## src/rtl/icetap_capture_ctrl.sv

```systemverilog
// Capture sequencer for one icetap run: gates sample RAM writes from the store and trigger
// comparators, records where the trigger landed and counts the post-trigger samples.
module icetap_capture_ctrl #(
    parameter int ADDR_BITS = 8,
    parameter int CMD_BITS  = 3
) (
    input  logic                 clk,
    input  logic                 reset,
    input  logic                 cmd_valid,
    input  logic [CMD_BITS-1:0]  cmd,
    input  logic                 store_in,
    input  logic                 trigger_in,
    input  logic [ADDR_BITS-1:0] post_trig_len,
    output logic                 ram_we,
    output logic [ADDR_BITS-1:0] ram_waddr,
    output logic [ADDR_BITS-1:0] trigger_addr,
    output logic                 wrapped,
    output logic                 triggered,
    output logic                 done,
    output logic [1:0]           state
);

    localparam logic [CMD_BITS-1:0] CMD_START = CMD_BITS'(1);
    localparam logic [CMD_BITS-1:0] CMD_ABORT = CMD_BITS'(2);

    typedef enum logic [1:0] {
        S_IDLE  = 2'd0,
        S_ARMED = 2'd1,
        S_POST  = 2'd2,
        S_DONE  = 2'd3
    } state_t;

    state_t               r_state;
    logic                 r_we;
    logic [ADDR_BITS-1:0] r_waddr;
    logic [ADDR_BITS-1:0] r_trig_addr;
    logic                 r_wrapped;
    logic                 r_triggered;
    logic                 r_done;
    logic [ADDR_BITS-1:0] r_post_cnt;

    state_t               w_state_next;
    logic                 w_we_next;
    logic [ADDR_BITS-1:0] w_waddr_next;
    logic [ADDR_BITS-1:0] w_trig_addr_next;
    logic                 w_wrapped_next;
    logic                 w_triggered_next;
    logic                 w_done_next;
    logic [ADDR_BITS-1:0] w_post_cnt_next;

    logic                 w_start;
    logic                 w_abort;
    logic [ADDR_BITS-1:0] w_cur_addr;

    assign w_start    = cmd_valid && (cmd == CMD_START);
    assign w_abort    = cmd_valid && (cmd == CMD_ABORT);
    // Address the write decided this edge will land on, accounting for the write still in flight.
    assign w_cur_addr = r_we ? (r_waddr + ADDR_BITS'(1)) : r_waddr;

    always_comb begin
        w_state_next     = r_state;
        w_we_next        = 1'b0;
        w_waddr_next     = w_cur_addr;
        w_trig_addr_next = r_trig_addr;
        w_wrapped_next   = r_wrapped || (r_we && (r_waddr == '1));
        w_triggered_next = r_triggered;
        w_done_next      = r_done;
        w_post_cnt_next  = r_post_cnt;

        case (r_state)
            S_IDLE, S_DONE: begin
                if (w_start) begin
                    w_state_next     = S_ARMED;
                    w_waddr_next     = '0;
                    w_trig_addr_next = '0;
                    w_wrapped_next   = 1'b0;
                    w_triggered_next = 1'b0;
                    w_done_next      = 1'b0;
                end else if (w_abort && (r_state == S_DONE)) begin
                    w_state_next = S_IDLE;
                end
            end
            S_ARMED: begin
                if (w_abort) begin
                    w_state_next = S_IDLE;
                end else if (trigger_in) begin
                    // The port width already bounds the post count to DEPTH-1, so the
                    // trigger sample can never be overwritten by its own post-trigger run.
                    w_we_next        = 1'b1;
                    w_trig_addr_next = w_cur_addr;
                    w_triggered_next = 1'b1;
                    w_post_cnt_next  = post_trig_len;
                    if (post_trig_len == '0) begin
                        w_state_next = S_DONE;
                        w_done_next  = 1'b1;
                    end else begin
                        w_state_next = S_POST;
                    end
                end else if (store_in) begin
                    w_we_next = 1'b1;
                end
            end
            S_POST: begin
                if (w_abort) begin
                    w_state_next = S_IDLE;
                end else if (store_in) begin
                    w_we_next       = 1'b1;
                    w_post_cnt_next = r_post_cnt - ADDR_BITS'(1);
                    if (r_post_cnt == ADDR_BITS'(1)) begin
                        w_state_next = S_DONE;
                        w_done_next  = 1'b1;
                    end
                end
            end
            default: w_state_next = S_IDLE;
        endcase
    end

    always_ff @(posedge clk) begin
        if (reset) begin
            r_state     <= S_IDLE;
            r_we        <= 1'b0;
            r_waddr     <= '0;
            r_trig_addr <= '0;
            r_wrapped   <= 1'b0;
            r_triggered <= 1'b0;
            r_done      <= 1'b0;
            r_post_cnt  <= '0;
        end else begin
            r_state     <= w_state_next;
            r_we        <= w_we_next;
            r_waddr     <= w_waddr_next;
            r_trig_addr <= w_trig_addr_next;
            r_wrapped   <= w_wrapped_next;
            r_triggered <= w_triggered_next;
            r_done      <= w_done_next;
            r_post_cnt  <= w_post_cnt_next;
        end
    end

    assign ram_we       = r_we;
    assign ram_waddr    = r_waddr;
    assign trigger_addr = r_trig_addr;
    assign wrapped      = r_wrapped;
    assign triggered    = r_triggered;
    assign done         = r_done;
    assign state        = r_state;

endmodule

```

## config.mk

```make
export PLATFORM = sky130hd
export DESIGN_NAME = icetap_capture_ctrl
export DESIGN_NICKNAME = d
export VERILOG_FILES = /design/src/rtl/icetap_capture_ctrl.sv
export SDC_FILE = /design/constraint.sdc
export NUM_CORES = 1
export LEC_CHECK = 0
export ABC_AREA = 1
export CAP_MARGIN = 30
export CORE_ASPECT_RATIO = 1.5
export CORE_MARGIN = 5
export CORE_UTILIZATION = 50
export DETAILED_ROUTE_END_ITERATION = 6
export PLACE_DENSITY = 0.86
export SYNTH_ARGS = -nofsm -noshare
export SYNTH_HDL_FRONTEND = slang
export SYNTH_SLANG_ARGS = --single-unit
export TNS_END_PERCENT = 30
```

## constraint.sdc

```tcl
create_clock -name clk -period 2 [get_ports clk]
set_input_delay 0.5 -clock clk [delete_from_list [all_inputs] [get_ports clk]]
set_output_delay 0.5 -clock clk [all_outputs]
set_load 0.05 [all_outputs]
```

==> flow_summary.ini, run 1 <==
[layout]
fin_util_pct = 65.5
syn_to_final_growth_pct = 29.8
fin_cells = 347
regArea_um2 = 601
final_nets = 326
drive_gt1_share_pct = 14.4
fillCellCount = 306
diodes = 0
multi_input_area_um2 = 948
finalInstanceArea_mm2 = 0.00219

[clock_tree]
clk_latency_ns = 0.29
postCtsHoldBufs = 0
numCtsBuffers = 5
cts_root_buffer = clkbuf_8
clockBufferDepth = 2
htree_levels = 2
clock_sinks = 30
cts_tree = done
clkTransAtPathRegs_ns = 0.06

[route]
top_layer = met4
dr_total_vias = 1757
detail_route.first_pass.iterations = 4
wl_met3_um = 237
ant_nets = 0
wl_per_cell_um = 11.6
routed_wl_mm = 4.04
dr_wl_met2_mm = 2.15
via_per_inst = 5.06
drc_errors = 0
wl_met1_mm = 1.56
drt_iter0_markers = 61

[grt]
grt_usage_pct = 19.0
grt_pass1_wl_mm = 6.89
antenna_found_initial = 0
grt_pass1_vias = 1715
grt.overflow.total = 0
grt_max_degree = 14

[power_and_ir_drop]
peakVddDrop_mv = 0.701
p_leak_nw = 1.03
power_density_mw_per_mm2 = 1260
total_power_mw = 2.77

[synthesis]
yosysUniqueCellTypes = 26
ys_warn_count = 0
syn_nets = 281
synth_seq_cells = 30
netlist_instances = 259
synth.avg_cell_area_um2 = 6.53
synth-seq-area-share_pct = 35.5
syn_area_mm2 = 0.00169

[place]
dpl-instance-area_mm2 = 0.00210
placedCellCount = 339
port_buffers = 37
dp_hpwl_mm = 3.02
gp_routability_congestion = 0.902
place_worst_setup_slack_ns = 0.0492

[timing]
hold_viol = 0
tightest_slew_ns = 0.505
fin_ws_ns = 0.0518
grt_setup_unrepaired = no
fmax_mhz = 513
fin_crit_sh_pct = 97.4
finalSetupViolations = 0
fin_crit_ns = 1.95
slew_viol_final = 0
finalSetupTns_ns = 0
hold_ws_ns = 0.448
finClkSkew_ns = 0.00823
slew_headroom_pct = 66.2

[setup_path]
critPathTopFamily = buffers and inverters
worst-endpoint-arrival_ns = 1.45
worstSetupPathType = flip-flop to primary output
cp-end-kind = primary output
slowest_stage = clkdlybuf4s50_1
critPathLaunchType = flip-flop
cpPeakStageDelay_ns = 0.81
crit_chain = clkdlybuf4s50_1
critPathBufInv = 1
path_max_fanout = 2
required_ns = 1.50

[floorplanning]
fp.coreArea_mm2 = 0.00335
dieWidth_um = 57.5
pin_count = 38
dieArea_mm2 = 0.00467
die_h_um = 81.2
initial_core_util_pct = 50.4
rows = 26

[worst_hold_path]
min_path_type = flip-flop to flip-flop

[job]
drv_cap = 0

[run_status]
status = complete, no violations
-- timing repair --
| item | 4_1_cts | 5_1_grt |
|---|---|---|
| setup endpoints to repair | 0 | 2 |
| resized for setup | 0 | 2 |
| buffers inserted | 0 | 0 |
-- Yosys cell counts, drive strengths merged --
library cell  count  area [µm²]
nand4             2        12.5
inv              33         124
clkbuf            2        7.51
ha                6        75.1
or2               1        6.26
nand2            74         293
a21o              1        7.51
nor3              1        10.0
buf               2        10.0
and2              1        6.26
xor2              2        17.5
o21a              1        7.51
nor2             47         199
dfxtp            30         601
o211ai            1        21.3
a21oi            21         105
nand3b            1        7.51
o21ai            14        70.1
mux2i             2        20.0
nand3            17        90.1
-- registers in the layout, indices dropped and copies added, names as in the netlist --
signal / cells
ram_we: 1
triggered: 1
r_post_cnt: 8
state: 2
done: 1
trigger_addr: 8
wrapped: 1
ram_waddr: 8
-- per-layer routing --
layer	track usage (%)	vias up
met1	19.3	793
li1	-	906
met4	10.2	0
met5	0	-
met3	5.25	9
met2	34.4	49
-- cells in the final DEF, fill, tap and decap left out, types with 3 or more instances in the layout --
cell type / netlist / routed
ha_1: 6 / 6
nand3_1: 16 / 16
a21oi_1: 21 / 21
clkdlybuf4s50_1: 0 / 21
buf_4: 0 / 19
o21ai_0: 11 / 11
o21ai_1: 3 / 3
nand2_1: 68 / 68
clkbuf_8: 0 / 6
inv_1: 32 / 32
nor2_1: 40 / 40
nand2_2: 6 / 6
dfxtp_1: 30 / 30
nor2_2: 6 / 6
-- final timing paths --
kind                          end             from  slack [ns]  cells past startpoint
hold / removal            wrapped          wrapped        0.45                      2
setup / recovery  trigger_addr[0]  trigger_addr[0]        0.05                      1
hold reg to reg           wrapped          wrapped        0.45                      2
setup reg to reg         state[1]         state[0]        0.33                     11
-- cells by family after synthesis --
family                   Yosys count  share of synthesized area, %
AND/OR/NAND/NOR                  144                          36.9
AO/OA/AOI/OAI                     38                          12.5
buffers and inverters             37                          8.36
flip-flops                        30                          35.5
adder cells (fa/ha/maj)            6                          4.44
XOR/XNOR                           2                          1.04
multiplexers                       2                          1.18
-- area by class of cell --
cell class              count  share of cell area (%)
multi-input cells         192                    43.2
flip-flops and latches     30                    27.4
repair buffers             42                    17.2
inverters                  33                    5.64
clock buffers               7                    3.93
well taps                  42                    2.39
clock inverters             1                   0.228
-- power by group --
group / internal (mW) / switching, mW / leakage, nW
clock network: 0.277 / 0.230 / 0.0482
logic: 0.520 / 0.958 / 0.741
registers: 0.697 / 0.0921 / 0.243
Power figures use the tool's default switching activity.
==> run 2: changes to the inputs <==
--- a/config.mk
+++ b/config.mk
@@ -11,6 +11,7 @@
 export CORE_MARGIN = 5
 export CORE_UTILIZATION = 50
 export DETAILED_ROUTE_END_ITERATION = 6
+export HOLD_SLACK_MARGIN = 0.06
 export PLACE_DENSITY = 0.86
 export SYNTH_ARGS = -nofsm -noshare
 export SYNTH_HDL_FRONTEND = slang
==> results of run 2 <==
Same layout as run 1: the final DEF is identical, and so are final timing and power.
